### src/rtl/ne_rx_ring_ctrl_if.sv
// Receive-side byte stream from the io controller into the ring scheduler.
//   rx_start  1-cycle strobe announcing a new frame
//   rx_len    frame length in bytes, sampled with rx_start
//   rx_valid  rx_data carries a frame byte
//   rx_data   frame byte
//   rx_ready  scheduler accepts rx_data this cycle
// master = io controller, slave = ne_rx_ring_ctrl.
interface ne_rx_ring_ctrl_if;
  logic        rx_start;
  logic [10:0] rx_len;
  logic        rx_valid;
  logic [7:0]  rx_data;
  logic        rx_ready;

  modport master (output rx_start, rx_len, rx_valid, rx_data, input rx_ready);
  modport slave  (input rx_start, rx_len, rx_valid, rx_data, output rx_ready);
endinterface

### src/rtl/ne_rx_ring_ctrl.sv
// NE2000 receive-ring scheduler. Stores incoming frames into the 256-byte-page
// receive ring (PSTART..PSTOP-1, bounded by BNRY), writes the 4-byte DP8390
// receive header in front of each stored frame, advances CURR, and raises
// PRX / OVW / error pulses for the ISR.
//   clk, reset_n          clock, synchronous active-low reset
//   pstart, pstop, bnry   ring configuration (sampled live)
//   stop                  CR.STP, drops new frames
//   curr_wr, curr_wdata   CPU write of CURR
//   rx                    byte stream from the io controller (slave side)
//   mem_we/addr/wdata     registered packet RAM write port
//   curr                  current page register
//   busy                  frame in progress
//   prx/ovw/err_pulse     one-cycle event pulses
module ne_rx_ring_ctrl #(
  parameter int          FRAME_MAX = 1536,
  parameter logic [7:0]  STATUS_OK = 8'h01
) (
  input  logic                      clk,
  input  logic                      reset_n,
  input  logic [7:0]                pstart,
  input  logic [7:0]                pstop,
  input  logic [7:0]                bnry,
  input  logic                      stop,
  input  logic                      curr_wr,
  input  logic [7:0]                curr_wdata,
  ne_rx_ring_ctrl_if.slave          rx,
  output logic                      mem_we,
  output logic [15:0]               mem_addr,
  output logic [7:0]                mem_wdata,
  output logic [7:0]                curr,
  output logic                      busy,
  output logic                      prx_pulse,
  output logic                      ovw_pulse,
  output logic                      err_pulse
);

  typedef enum logic [2:0] {
    S_IDLE, S_CHECK, S_DATA, S_HDR, S_DROP, S_DONE
  } state_t;

  localparam logic [10:0] FMAX = 11'(FRAME_MAX);

  state_t      state, state_nx;
  logic [10:0] len;
  logic [10:0] rem;
  logic [15:0] wptr;
  logic [1:0]  hcnt;
  logic [7:0]  pend;
  logic        pend_v;

  logic [15:0] tot_len;
  logic [7:0]  need;
  logic [7:0]  ring;
  logic [7:0]  avail;
  logic [8:0]  nxt9;
  logic [7:0]  next_pg;
  logic [7:0]  wpg_inc;
  logic [15:0] wptr_nx;
  logic        bad;
  logic        no_room;
  logic        rdy;
  logic        accept;
  logic        drop_exit;
  logic [7:0]  hdr_byte;

  always_comb begin
    tot_len = {5'd0, len} + 16'd4;
    // pages occupied by header + frame, rounded up
    need    = {5'd0, tot_len[10:8]} + {7'd0, |tot_len[7:0]};
    ring    = pstop - pstart;
    if (bnry == curr)     avail = ring;
    else if (bnry > curr) avail = bnry - curr;
    else                  avail = ring - (curr - bnry);
    nxt9 = {1'b0, curr} + {1'b0, need};
    if (nxt9 >= {1'b0, pstop}) nxt9 = nxt9 - {1'b0, ring};
    next_pg = nxt9[7:0];

    bad     = stop || (len == 11'd0) || (len > FMAX);
    no_room = (need >= avail);

    wpg_inc = wptr[15:8] + 8'd1;
    if (wptr[7:0] == 8'hFF)
      wptr_nx = {(wpg_inc == pstop) ? pstart : wpg_inc, 8'h00};
    else
      wptr_nx = {wptr[15:8], wptr[7:0] + 8'd1};

    rdy       = (state == S_DATA) || ((state == S_DROP) && (rem != 11'd0));
    accept    = rdy && rx.rx_valid;
    drop_exit = (state == S_DROP) && ((rem == 11'd0) || (accept && rem == 11'd1));

    case (hcnt)
      2'd0:    hdr_byte = STATUS_OK;
      2'd1:    hdr_byte = next_pg;
      2'd2:    hdr_byte = tot_len[7:0];
      default: hdr_byte = tot_len[15:8];
    endcase
  end

  assign rx.rx_ready = rdy;
  assign busy        = (state != S_IDLE);

  always_comb begin
    state_nx = state;
    case (state)
      S_IDLE:  if (rx.rx_start) state_nx = S_CHECK;
      S_CHECK: state_nx = (bad || no_room) ? S_DROP : S_DATA;
      S_DATA:  if (accept && rem == 11'd1) state_nx = S_HDR;
      S_HDR:   if (hcnt == 2'd3) state_nx = S_DONE;
      S_DONE:  state_nx = S_IDLE;
      S_DROP:  if (drop_exit) state_nx = S_IDLE;
      default: state_nx = S_IDLE;
    endcase
  end

  always_ff @(posedge clk) begin
    if (!reset_n) begin
      state     <= S_IDLE;
      len       <= '0;
      rem       <= '0;
      wptr      <= '0;
      hcnt      <= '0;
      pend      <= '0;
      pend_v    <= 1'b0;
      curr      <= '0;
      mem_we    <= 1'b0;
      mem_addr  <= '0;
      mem_wdata <= '0;
      prx_pulse <= 1'b0;
      ovw_pulse <= 1'b0;
      err_pulse <= 1'b0;
    end else begin
      state     <= state_nx;
      mem_we    <= 1'b0;
      prx_pulse <= 1'b0;
      ovw_pulse <= 1'b0;
      err_pulse <= 1'b0;

      // CPU writes during a frame are parked and applied on frame exit
      if (curr_wr && state != S_IDLE) begin
        pend   <= curr_wdata;
        pend_v <= 1'b1;
      end

      case (state)
        S_IDLE: begin
          if (curr_wr) curr <= curr_wdata;
          if (rx.rx_start) begin
            len <= rx.rx_len;
            rem <= rx.rx_len;
          end
        end
        S_CHECK: begin
          wptr      <= {curr, 8'h04};
          hcnt      <= '0;
          err_pulse <= bad;
          ovw_pulse <= !bad && no_room;
        end
        S_DATA: begin
          if (accept) begin
            mem_we    <= 1'b1;
            mem_addr  <= wptr;
            mem_wdata <= rx.rx_data;
            rem       <= rem - 11'd1;
            wptr      <= wptr_nx;
          end
        end
        S_HDR: begin
          mem_we    <= 1'b1;
          mem_addr  <= {curr, 6'd0, hcnt};
          mem_wdata <= hdr_byte;
          hcnt      <= hcnt + 2'd1;
        end
        S_DONE: begin
          prx_pulse <= 1'b1;
          pend_v    <= 1'b0;
          if (curr_wr)     curr <= curr_wdata;
          else if (pend_v) curr <= pend;
          else             curr <= next_pg;
        end
        S_DROP: begin
          if (accept) rem <= rem - 11'd1;
          if (drop_exit) begin
            pend_v <= 1'b0;
            if (curr_wr)     curr <= curr_wdata;
            else if (pend_v) curr <= pend;
          end
        end
        default: ;
      endcase
    end
  end

endmodule

### src/flat_wrapper.sv
// flat-port wrapper written by rule: the top's interface ports become plain ports
module ne_rx_ring_ctrl_flat 
#(
  parameter int          FRAME_MAX = 1536,
  parameter logic [7:0]  STATUS_OK = 8'h01
)
  (clk, reset_n, pstart, pstop, bnry, stop, curr_wr, curr_wdata, mem_we, mem_addr, mem_wdata, curr, busy, prx_pulse, ovw_pulse, err_pulse, rx_rx_start, rx_rx_len, rx_rx_valid, rx_rx_data, rx_rx_ready);
  ne_rx_ring_ctrl_if rx_i ();
  input  logic clk;
  input  logic reset_n;
  input  logic [7:0] pstart;
  input  logic [7:0] pstop;
  input  logic [7:0] bnry;
  input  logic stop;
  input  logic curr_wr;
  input  logic [7:0] curr_wdata;
  output logic mem_we;
  output logic [15:0] mem_addr;
  output logic [7:0] mem_wdata;
  output logic [7:0] curr;
  output logic busy;
  output logic prx_pulse;
  output logic ovw_pulse;
  output logic err_pulse;
  input wire logic [$bits(rx_i.rx_start)-1:0] rx_rx_start;
  input wire logic [$bits(rx_i.rx_len)-1:0] rx_rx_len;
  input wire logic [$bits(rx_i.rx_valid)-1:0] rx_rx_valid;
  input wire logic [$bits(rx_i.rx_data)-1:0] rx_rx_data;
  output wire logic [$bits(rx_i.rx_ready)-1:0] rx_rx_ready;
  assign rx_i.rx_start = rx_rx_start;
  assign rx_i.rx_len = rx_rx_len;
  assign rx_i.rx_valid = rx_rx_valid;
  assign rx_i.rx_data = rx_rx_data;
  assign rx_rx_ready = rx_i.rx_ready;
  ne_rx_ring_ctrl #(.FRAME_MAX(FRAME_MAX), .STATUS_OK(STATUS_OK)) u_core (.clk(clk), .reset_n(reset_n), .pstart(pstart), .pstop(pstop), .bnry(bnry), .stop(stop), .curr_wr(curr_wr), .curr_wdata(curr_wdata), .rx(rx_i), .mem_we(mem_we), .mem_addr(mem_addr), .mem_wdata(mem_wdata), .curr(curr), .busy(busy), .prx_pulse(prx_pulse), .ovw_pulse(ovw_pulse), .err_pulse(err_pulse));
endmodule
### config.mk
export PLATFORM = sky130hd
export DESIGN_NAME = ne_rx_ring_ctrl_flat
export DESIGN_NICKNAME = d
export VERILOG_FILES = /design/src/rtl/ne_rx_ring_ctrl_if.sv /design/src/rtl/ne_rx_ring_ctrl.sv /design/src/flat_wrapper.sv
export SDC_FILE = /design/constraint.sdc
export NUM_CORES = 1
export LEC_CHECK = 0
export BUFFER_PORTS_ARGS = -buffer_cell sky130_fd_sc_hd__buf_2
export CAP_MARGIN = 5
export CELL_PAD_IN_SITES_DETAIL_PLACEMENT = 0
export CELL_PAD_IN_SITES_GLOBAL_PLACEMENT = 1
export CORE_MARGIN = 3
export CORE_UTILIZATION = 40
export CTS_BUF_LIST = sky130_fd_sc_hd__clkbuf_2 sky130_fd_sc_hd__clkbuf_4 sky130_fd_sc_hd__clkbuf_8
export DETAILED_ROUTE_END_ITERATION = 16
export GPL_ROUTABILITY_DRIVEN = 0
export GPL_TIMING_DRIVEN = 0
export PLACE_DENSITY = 0.89
export SYNTH_ARGS = -nofsm -noshare
export SYNTH_HDL_FRONTEND = slang
export SYNTH_SLANG_ARGS = --single-unit
### constraint.sdc
create_clock -name clk -period 5.65 [get_ports clk]
set_clock_uncertainty 0.15 [all_clocks]
set_input_delay 1.695 -clock clk [delete_from_list [all_inputs] [get_ports clk]]
set_output_delay 1.695 -clock clk [all_outputs]
set_load 0.005 [all_outputs]
# Word-level counts from Yosys, hierarchy flattened
# Index checks and enable logic that the tools add are counted.
# totals
regBits	88
out_inout_bits	38
# op_classes
n_addsub	12
order_cmp	4
eq_ne	21
n_mux	35
reduce_logical	33
# ops
op	n
8-bit 2-to-1 mux	11
16-bit one-hot mux with 2 select lines	2
16-bit 2-to-1 mux	3
8-bit one-hot mux with 3 select lines	2
8-bit subtractor	5
11-bit logical NOT	2
11-bit 2-to-1 mux	2
11-bit one-hot mux with 2 select lines	1
8-bit by 1-bit adder with 8-bit output, second input constant	2
8-bit == test	2
8-bit one-hot mux with 2 select lines	1
3-bit 2-to-1 mux	5
3-bit one-hot mux with 5 select lines	1
11-bit by 3-bit adder with 12-bit output, second input constant	1
11-bit by 1-bit == test with 1-bit output, second input constant	1
11-bit greater-than comparator, second input constant	1
11-bit nonzero test	1
11-bit by 1-bit subtractor with 11-bit output, second input constant	1
2-bit by 1-bit inequality test with 1-bit output, second input constant	5
8-bit by 4-bit adder with 9-bit output	1
9-bit by 8-bit greater-or-equal comparator with 1-bit output	1
8-bit == test, second input constant	1
8-bit greater-or-equal comparator	1
8-bit greater-than comparator	1
24 further kinds	51

# Depth between registers and ports, before layout
# Gate-level depths: netlist of run 1.
# depth
ltp_word	9
ltp_mapped	23
ltp_nobuf	22

# Worst setup path after synthesis of run 1
# Ideal clock, no wire load.
# synth_path
path_kind	in2reg
from	input pstop[0]
to	register u_core.state[2]
setup_time_ps	116
arrival_time_ps	5145
required_time_ps	5384
slack_ps	239
cell_stages	19
n_path_buf	0
path_cell_list	inv_1 -> ha_1 -> inv_1 -> fa_1 -> a21o_1 -> a21oi_1 -> o21bai_1 -> a21oi_1 -> xnor2_1 -> fa_1 -> ha_1 -> inv_1 -> or3_1 -> a31oi_1 -> a2111oi_0 -> and3_1 -> a211oi_2 -> nor2_1 -> o211a_1
# synth_between
elab_chain_cells	8
# synth_lines
item	line	rtl
start: declaration	flat_wrapper.sv:12	input logic [7:0] pstop;
8-bit subtractor *	ne_rx_ring_ctrl.sv:70	ring = pstop - pstart;
8-bit subtractor	ne_rx_ring_ctrl.sv:73	else avail = ring - (curr - bnry);
8-bit 2-to-1 mux	ne_rx_ring_ctrl.sv:72	else if (bnry > curr) avail = bnry - curr;
8-bit 2-to-1 mux *	ne_rx_ring_ctrl.sv:71	if (bnry == curr) avail = ring;
8-bit greater-or-equal comparator *	ne_rx_ring_ctrl.sv:79	no_room = (need >= avail);
1-bit logical OR *	ne_rx_ring_ctrl.sv:106	S_CHECK: state_nx = (bad || no_room) ? S_DROP : S_DATA;
3-bit 2-to-1 mux *	ne_rx_ring_ctrl.sv:106	
3-bit one-hot mux with 5 select lines *	ne_rx_ring_ctrl.sv:104	case (state)
end signal: assignment	ne_rx_ring_ctrl.sv:132	state <= state_nx;
end: declaration	ne_rx_ring_ctrl.sv:43	state_t state, state_nx;
# Every way passes the cells marked *; elsewhere a longest branch is shown, timed or not.
# A chain may end at the register's enable or synchronous reset.

# Worst setup path after layout of run 1
# layout_path
from	input pstop[0]
to	register u_core.ovw_pulse
# layout_between
elab_chain_cells	6
# layout_lines
item	line	rtl
8-bit subtractor *	ne_rx_ring_ctrl.sv:70	
8-bit subtractor	ne_rx_ring_ctrl.sv:73	
8-bit 2-to-1 mux	ne_rx_ring_ctrl.sv:72	
8-bit 2-to-1 mux *	ne_rx_ring_ctrl.sv:71	
8-bit greater-or-equal comparator *	ne_rx_ring_ctrl.sv:79	
1-bit logical AND *	ne_rx_ring_ctrl.sv:156	ovw_pulse <= !bad && no_room;
end signal: assignment	ne_rx_ring_ctrl.sv:156	
end: declaration	ne_rx_ring_ctrl.sv:33	output logic ovw_pulse,
# Marked as above.

==> results of run 1 <==
## flip-flops by register name, indices dropped and copies added, names as in the netlist
name and cells:
u_core.len 11, u_core.pend_v 1, u_core.rem 11, u_core.mem_we 1
u_core.wptr 16, u_core.pend 8, u_core.mem_addr 16, u_core.state 3
u_core.mem_wdata 8, u_core.ovw_pulse 1, u_core.err_pulse 1, u_core.curr 8
u_core.hcnt 2, u_core.prx_pulse 1
## per-layer routing
layer,GRT usage (%),vias up,part of all wire (%)
met5,0,-,0
met4,7.040,0,2.5
li1,-,3416,-
met1,32.23,3206,46
met2,32.89,286,42
met3,4.529,47,8.7
## logic make-up after synthesis
kind of cell | after synthesis | share of synthesized area (%)
AO/OA/AOI/OAI | 259 | 23.96
multiplexers | 21 | 3.103
AND/OR/NAND/NOR | 315 | 21.35
adder cells (fa/ha/maj) | 70 | 13.82
flip-flops | 88 | 25.41
XOR/XNOR | 53 | 6.893
buffers and inverters | 95 | 5.467
## power by group through the flow
stage / combinational [W] / sequential [W] / clock, W
6_report: 0.00117 / 0.000754 / 0.000500
5_1_grt: 0.00132 / 0.000762 / 0.000530
4_1_cts: 0.00114 / 0.000751 / 0.000509
3_5_place_dp: 0.00113 / 0.000765 / 0
3_3_place_gp: 0.00112 / 0.000764 / 0
2_1_floorplan: 0.000860 / 0.000742 / 0
## area by class of cell
type / instances / area [um2] / share of cell area [%]
buffer: 36 / 157.7 / 1.976
timing repair buffer: 94 / 470.5 / 5.898
tap: 220 / 275.3 / 3.451
multi-input combinational: 718 / 4865 / 60.99
clock inverter: 3 / 65.06 / 0.8157
inverter: 59 / 221.5 / 2.776
clock buffer: 13 / 160.2 / 2.008
sequential: 88 / 1762 / 22.09
## worst min-delay path, cell delays in order (launching register included)
cell and delay [ps]:
dfxtp_1 320, nand2_1 50, a21oi_1 50
## synth_stat cells (3+ instances only)
master    number  area share, %
a21oi_1      100            7.2
a22oi_1       22            2.4
nand2_1      113            6.1
nand3_1       38            2.7
o21bai_1       3           0.32
ha_1          59             11
o21ai_1        9           0.65
a211oi_1       8           0.87
xnor2_1       36            4.5
o211ai_1       7           0.76
fa_1          11            3.2
nand4_1        7           0.63
mux2i_1       17            2.5
or3_1          7           0.63
and2_1         8           0.72
a21o_1        13            1.4
mux2_2         3           0.49
o22ai_1        4           0.36
and3_1         9           0.81
a32oi_1        3           0.38
clkbuf_1      26            1.4
inv_1         58            3.1
nor2_1        77            4.2
o21ai_0       40            2.9
nand2b_1      12            1.1
buf_2          6           0.43
nor3_1        21            1.5
a221oi_1       4           0.51
nor2b_1        7           0.63
xor2_1        16            2.0
a311oi_1       7           0.88
a31oi_1        8           0.72
dfxtp_1       88             25
## worst paths after layout
check	start	slack [ps]	to
min reg2reg	u_core.pend[1]	310	u_core.pend[1]
min	u_core.pend[1]	310	u_core.pend[1]
max	pstop[0]	170	u_core.ovw_pulse
max reg2reg	u_core.len[2]	330	u_core.mem_wdata[4]
## through the flow
stage	cells	utilization, %	area (um2)	hold slack (ps)
floorplan	901	-	6934	286.0
global placement	1215	45.82	7680	292.7
detailed placement	1215	45.82	7680	299.8
CTS	1231	47.17	7905	311.1
global route	1231	47.59	7976	332.0
finish	1231	47.59	7976	308.0
==> results.sh, run 1 <==
export IMPL_status="finished clean"
export IMPL_place_ws_ps=-389.6
export IMPL_die_x_um=137.7
export IMPL_crit_path_start_kind="input pin"
export IMPL_pwr_share_clk_pct=20.6
export IMPL_postCtsHoldBufs=0
export IMPL_drv_cap=0
export IMPL_cts_tree="built"
export IMPL_antenna_found_initial=0
export IMPL_fin_nets=1133
export IMPL_path_class="input pin to flop"
export IMPL_crit_required_ps=5750
export IMPL_ys_seq_elements=88
export IMPL_rr_worst_depth=22
export IMPL_setup_viol=0
export IMPL_syn_inst=901
export IMPL_switchingPower_w=0.0009902
export IMPL_leakagePower_nw=3.409
export IMPL_slew_headroom_pct=48.34
export IMPL_dieArea_mm2=0.01895
export IMPL_cts_path_max_buffers=2
export IMPL_num_rows=47
export IMPL_setup_tns_ps=0
export IMPL_drive_gt1_share_pct=14.54
export IMPL_cts_resized=0
export IMPL_ios=95
export IMPL_drcViolationCount=0
export IMPL_seqPwrFrac_pct=31.1
export IMPL_power_frac_comb_pct=48.3
export IMPL_grt_use_total_pct=22.23
export IMPL_vias=6955
export IMPL_power_density_mw_per_mm2=304.3
export IMPL_arrival_ps=5580
export IMPL_path_max_fanout=4
export IMPL_layout_setup_ws_ps=170.0
export IMPL_slowest_delay_ps=540
export IMPL_grt_pass1_vias=6491
export IMPL_worstSetupPathDepth=20
export IMPL_drt_first_iter_violations=525
export IMPL_initial_core_util_pct=41.37
export IMPL_grt_pass1_wl_mm=33.23
export IMPL_final_common_cell="nand2_1"
export IMPL_crit_buf_inv=4
export IMPL_crit_chain="buf_2, inv_1, ha_1, inv_1, fa_1, a21o_1, a21oi_4, o21bai_1, a21oi_2, xnor2_2, fa_1, ha_4, inv_1, or3_1, a31oi_1, a2111oi_0, and3_1, a211oi_4, nor2_1, and4_1"
export IMPL_end_kind="flop"
export IMPL_htreeDepth=3
export IMPL_n_fill_cell=1737
export IMPL_final_cell_mix="113 x nand2_1, 100 x buf_2, 96 x a21oi_1"
export IMPL_fmax_ghz=0.1825
export IMPL_timing_final_crit_share_pct=96.99
export IMPL_via_per_inst=5.650
export IMPL_syn_nets=1028
export IMPL_path_clk_slew_ps=80
export IMPL_hp_class="flop to flop"
export IMPL_irDropWorstVdd_mv=0.1368
export IMPL_die_h_um=137.7
export IMPL_drtAntennaViolNets=0
export IMPL_syn_area_per_cell_um2=7.696
export IMPL_critPathSlowestCell="fa_1"
export IMPL_routed_wl_mm=21.09
export IMPL_synth_cell_types=75
export IMPL_antenna_cells=0
export IMPL_hold_path_cell_count=2
export IMPL_cts_buffers=9
export IMPL_root_buffer="clkbuf_8"
export IMPL_yosysSeqAreaShare_pct=25.41
export IMPL_wl_per_cell_um=17.13
export IMPL_synth_ff_type="dfxtp_1"
export IMPL_firstDrtPassIters=7
export IMPL_clock_sinks=88
export IMPL_critical_path_top_delay_family="adder cells"
export IMPL_switching_share_pct=40.79
export IMPL_postCtsSetupBuffers=0
export IMPL_coreArea_mm2=0.01676
export IMPL_synth_area_mm2=0.006934
export IMPL_portBuffers=94
export IMPL_slew_violations=0
export IMPL_synth_edff_count=0
export IMPL_yosys_warnings=0
export IMPL_area_delta_synth_final_pct=15.03
export IMPL_crit_top_cell="inv_1"
export IMPL_finalPower_w=0.002427
export IMPL_fin_crit_ps=5480
export IMPL_tightest_slew_ps=772.1
export IMPL_hold_viol=0
export IMPL_async_flop_share_pct=0
export IMPL_grt_ovfl_total=0
export IMPL_p_int_w=0.001437
export IMPL_hpwl_mm=16.82
export IMPL_grt_max_degree=14
export IMPL_clk_latency_ps=370
No activity file was read; power rests on OpenSTA's default activity.
==> run 2: changes to the inputs <==
- CELL_PAD_IN_SITES_DETAIL_PLACEMENT: 0 -> default
- CELL_PAD_IN_SITES_GLOBAL_PLACEMENT: 1 -> default
- CORE_ASPECT_RATIO: default -> 1.25
- PLACE_DENSITY: 0.89 -> 0.71
==> run 2 against run 1 <==
  * Worst hold slack improved by 4.9 ps
  * Worst setup slack improved by 3.1 ps
  * Critical path depth decreased by 2
  * Critical endpoint unchanged
  * Die area about the same
  * Cell area decreased by 0.39%
  * Total power decreased by 2.8%
  * Sequential share of layout area increased by 0.13 points
  * Largest cell class unchanged
==> results.sh, run 2 (synthesized netlist as in run 1, its figures left out) <==
export IMPL_status="finished clean"
export IMPL_path_max_fanout=5
export IMPL_dieArea_mm2=0.01896
export IMPL_cts_buffers=9
export IMPL_setup_tns_ps=0
export IMPL_rsz0062_at_grt="false"
export IMPL_dpl_cell_count=1215
export IMPL_path_clk_slew_ps=100
export IMPL_power_density_mw_per_mm2=297.0
export IMPL_critPathSlowestCell="fa_1"
export IMPL_crit_path_start_kind="input pin"
export IMPL_hold_viol=0
export IMPL_clk_latency_ps=370
export IMPL_wl_per_cell_um=17.18
export IMPL_final_cells=1232
export IMPL_drv_cap=0
export IMPL_layout_setup_ws_ps=173.0
export IMPL_end_kind="flop"
export IMPL_grt_ovfl_total=0
export IMPL_die_x_um=123.8
export IMPL_routed_wl_mm=21.17
export IMPL_placed_area_mm2=0.007680
export IMPL_coreArea_mm2=0.01691
export IMPL_initial_core_util_pct=41.01
export IMPL_grt_use_total_pct=22.37
export IMPL_fmax_ghz=0.1826
export IMPL_leakagePower_nw=3.386
export IMPL_tightest_slew_ps=775.1
export IMPL_path_class="input pin to flop"
export IMPL_cts_path_max_buffers=2
export IMPL_crit_chain="buf_2, inv_1, ha_1, inv_1, fa_1, a21o_1, a21oi_4, xnor2_2, fa_1, ha_1, and3_1, a2111oi_4, o21bai_1, a21o_1, xnor2_1, a211oi_4, nor2_1, and4_1"
export IMPL_slowest_delay_ps=470
export IMPL_grt_pass1_wl_mm=33.68
export IMPL_hp_class="flop to flop"
export IMPL_multi_input_area_mm2=0.004858
export IMPL_n_fill_cell=1714
export IMPL_drt_first_iter_violations=547
export IMPL_portBuffers=94
export IMPL_slew_headroom_pct=48.13
export IMPL_arrival_ps=5590
export IMPL_fin_crit_ps=5477
export IMPL_crit_required_ps=5760
export IMPL_final_common_cell="nand2_1"
export IMPL_firstDrtPassIters=6
export IMPL_antenna_found_initial=0
export IMPL_num_rows=53
export IMPL_slew_violations=0
export IMPL_htreeDepth=3
export IMPL_cts_tree="built"
export IMPL_vias=6944
export IMPL_crit_buf_inv=3
export IMPL_grt_max_degree=16
export IMPL_postCtsHoldBufs=0
export IMPL_drcViolationCount=0
export IMPL_finalPower_w=0.002359
export IMPL_die_h_um=153.2
export IMPL_hpwl_mm=16.90
export IMPL_top_regs="u_core.mem_addr x16, u_core.wptr x16"
export IMPL_via_per_inst=5.636
export IMPL_antenna_cells=0
export IMPL_ios=95
export IMPL_final_cell_mix="113 x nand2_1, 100 x buf_2, 96 x a21oi_1"
export IMPL_irDropWorstVdd_mv=0.1769
export IMPL_drive_gt1_share_pct=14.82
export IMPL_setup_viol=0
export IMPL_root_buffer="clkbuf_8"
export IMPL_timing_final_crit_share_pct=96.94
export IMPL_critical_path_top_delay_family="compound AO/OA/AOI/OAI gates"
export IMPL_design_area_mm2=0.007945
export IMPL_drtAntennaViolNets=0
export IMPL_area_delta_synth_final_pct=14.58
export IMPL_grt_pass1_vias=6661
export IMPL_regArea_mm2=0.001765
export IMPL_place_ws_ps=-437.8
export IMPL_fin_nets=1134
export IMPL_clock_sinks=88
run 2: cell types whose count changed in the layout (fill, tap and decap cells not counted):
cell	previous run	this run
a221oi_1	3	4
a221oi_2	1	0
buf_4	0	1
bufinv_16	2	0
clkbuf_4	3	0
clkbuf_8	10	11
clkinvlp_4	0	2
dfxtp_1	88	85
dfxtp_2	0	3
inv_6	0	2
run 2: worst paths after layout:
check                              to                start  slack (ps)  cells past startpoint
setup / recovery     u_core.ovw_pulse             pstop[0]         170                     18
hold / removal    u_core.mem_addr[14]  u_core.mem_addr[14]         310                      2
setup reg to reg       u_core.curr[6]        u_core.len[3]         430                     22
hold reg to reg   u_core.mem_addr[14]  u_core.mem_addr[14]         310                      2
run 2: repair_timing:
item / CTS / global route
setup buffers: 0 / 1
pin swaps: 0 / 2
setup endpoints to repair: 3 / 11
resized for setup: 1 / 13
run 2: power by group:
part           switching [W]  internal (W)
registers          0.0000764      0.000679
logic               0.000693      0.000486
clock network       0.000239      0.000186
total                0.00101       0.00135
run 2: final cells by class:
class	count	area share [%]
Multi-Input combinational cell	718	61.15
Buffer	36	1.984
Timing Repair Buffer	95	6.016
Clock buffer	11	1.906
Inverter	59	2.787
Clock inverter	5	0.4724
Sequential cell	88	22.22
Tap cell	220	3.465
run 2: metal layers:
metal	track usage, %	part of all wire, %	vias up
li1	-	-	3419
met4	8.865	3.8	0
met3	2.628	5.3	54
met2	39.39	50	249
met1	27.23	41	3222
met5	0	0	-
run 2: per-stage QoR:
stage	util (%)	hold slack, ps
floorplan	-	286.0
global placement	45.42	294.1
detailed placement	45.42	296.7
CTS	46.56	311.3
global route	46.98	329.2
finish	46.98	312.9
run 2: worst reg2reg max path: stages, from the launching register on:
cell	delay, ps
dfxtp_2	380
ha_1	200
nand3_1	160
xnor2_1	200
nor3_1	150
nand4_1	170
ha_1	260
ha_1	350
inv_1	80
fa_1	430
nor2b_1	140
o21ai_1	90
and2_1	190
nor2_1	180
xnor2_2	160
ha_1	290
a21o_1	180
a21oi_1	210
o211ai_2	190
buf_2	230
a22oi_1	380
nor3_1	100
a221o_1	270
==> run 3: changes to the inputs <==
- HOLD_SLACK_MARGIN: default -> 0.06
- REMOVE_ABC_BUFFERS: default -> 1
==> run 3 against run 2 <==
  * Cell area decreased by 2.3%
  * First-iteration DRC count decreased by 18%
  * Highest routed layer unchanged
  * Worst setup slack improved by 35 ps
  * Critical path type unchanged
==> results.sh, run 3 (synthesized netlist as in run 1, its figures left out) <==
export IMPL_firstDrtPassIters=5
export IMPL_die_x_um=123.8
export IMPL_root_buffer="clkbuf_8"
export IMPL_path_clk_slew_ps=100
export IMPL_rrSetupSlack_ps=440
export IMPL_coreArea_mm2=0.01691
export IMPL_htreeDepth=3
export IMPL_finalPower_w=0.002312
export IMPL_drive_gt1_share_pct=13.85
export IMPL_drt_first_iter_violations=449
export IMPL_drtAntennaViolNets=0
export IMPL_via_per_inst=5.590
export IMPL_clk_latency_ps=380
export IMPL_postCtsSetupBuffers=0
export IMPL_fin_crit_ps=5442
export IMPL_arrival_ps=5570
export IMPL_slew_violations=0
export IMPL_slew_headroom_pct=30.37
export IMPL_portBuffers=94
export IMPL_final_common_cell="nand2_1"
export IMPL_crit_required_ps=5780
export IMPL_vias=6691
export IMPL_cts_tree="built"
export IMPL_cts_path_max_buffers=2
export IMPL_fmax_ghz=0.1838
export IMPL_rsz0062_at_grt="false"
export IMPL_num_rows=53
export IMPL_rr_startpoint="u_core.len[2]"
export IMPL_path_max_fanout=4
export IMPL_clock_sinks=88
export IMPL_routed_wl_mm=19.86
export IMPL_grt_max_degree=61
export IMPL_area_delta_synth_final_pct=11.89
export IMPL_crit_path_start_kind="input pin"
export IMPL_grt_use_total_pct=20.83
export IMPL_tightest_slew_ps=1044
export IMPL_status="finished clean"
export IMPL_setup_viol=0
export IMPL_hpwl_mm=15.45
export IMPL_dieArea_mm2=0.01896
export IMPL_hold_path_cell_count=2
export IMPL_end_kind="flop"
export IMPL_drv_cap=0
export IMPL_final_cell_mix="113 x nand2_1, 99 x a21oi_1, 94 x buf_2"
export IMPL_drcViolationCount=0
export IMPL_grt_ovfl_total=0
export IMPL_hold_viol=0
export IMPL_hold_path_startpoint="u_core.mem_addr[11]"
export IMPL_cts_buffers=9
export IMPL_rr_worst_depth=22
export IMPL_hold_end="u_core.mem_addr[11]"
export IMPL_r2r_end="u_core.mem_wdata[2]"
export IMPL_path_class="input pin to flop"
export IMPL_grt_pass1_wl_mm=31.66
export IMPL_grt_pass1_vias=6328
export IMPL_hold_slack_ps=310.9
export IMPL_timing_final_crit_share_pct=96.32
export IMPL_postCtsHoldBufs=0
export IMPL_power_density_mw_per_mm2=298.0
export IMPL_top_regs="u_core.mem_addr x16, u_core.wptr x16"
export IMPL_initial_core_util_pct=41.01
export IMPL_ios=95
export IMPL_wl_per_cell_um=16.59
export IMPL_leakagePower_nw=3.286
export IMPL_antenna_found_initial=2
export IMPL_fin_nets=1097
export IMPL_die_h_um=153.2
export IMPL_irDropWorstVdd_mv=0.1939
export IMPL_hp_class="flop to flop"
-- run 3: changes by cell type in the layout (fill, tap and decap cells not counted), moves of 2 or more --
cell	previous run	this run
clkbuf_8	11	9
clkbuf_1	26	0
xnor2_2	3	1
buf_6	2	0
dfxtp_1	85	88
dfxtp_2	3	0
a21oi_1	96	99
xnor2_1	33	35
buf_2	100	94
diode_2	0	2
a21oi_2	5	2
buf_1	2	0
-- run 3: layout make-up --
class	count	area, um2
Antenna cell	2	5.005
Clock buffer	9	123.9
Clock inverter	7	53.80
Fill cell	1725	9151
Inverter	59	222.7
Multi-Input combinational cell	718	4846
Sequential cell	88	1762
Tap cell	220	275.3
Timing Repair Buffer	94	470.5
-- run 3: metrics by stage --
stage	instance area [um2]	instances	setup TNS, ps	worst slack (ps)	util (%)
3_5_place_dp	7523	1179	-1075	-371.6	44.49
6_report	7759	1197	0	207.9	45.88
5_1_grt	7759	1197	0	15.97	45.88
3_3_place_gp	7522	1179	-1025	-325.6	44.48
4_1_cts	7701	1195	0	15.07	45.54
2_1_floorplan	6777	865	0	238.7	-
-- run 3: metal layers --
metal | global-route usage (%) | share of wire [%]
met1 | 25.86 | 42
met2 | 35.63 | 50
met3 | 2.110 | 4.4
met4 | 9.763 | 3.9
met5 | 0 | 0
-- run 3: how the worst max path moves through the flow --
stage,startpoint,to,slack [ps],cells after the start
after floorplan,pstop[0],u_core.state[2],240,19
after global placement,pstop[0],u_core.state[1],-330,20
after detailed placement,pstop[0],u_core.state[1],-370,18
after CTS,pstop[0],u_core.state[1],20,18
after global routing,pstop[0],u_core.state[1],20,20
final,pstop[0],u_core.state[1],210,20
-- run 3: worst max-delay path: stages --
cell and delay, ps:
buf_2 130, inv_1 50, ha_1 160, inv_1 60, fa_1 400, a21o_1 200
a21oi_4 210, o21bai_1 80, a21oi_1 190, xnor2_1 180, fa_1 500, ha_4 300
inv_1 40, or3_1 290, a31oi_1 170, a2111oi_1 80, and3_1 200, a211oi_4 280
o211ai_1 140, a211oi_2 200
-- run 3: where the power goes --
group	total, W	switching, W	leakage [nW]	internal [W]
registers	0.000772	0.0000932	0.717	0.000679
logic	0.00113	0.000653	2.49	0.000478
clock network	0.000410	0.000247	0.0823	0.000163
total	0.00231	0.000993	3.29	0.00132
-- run 3: what timing repair did --
item	in CTS	in global routing
endpoints found under the hold margin	0	0
gates resized for setup	0	8
endpoints found under the setup margin	0	4
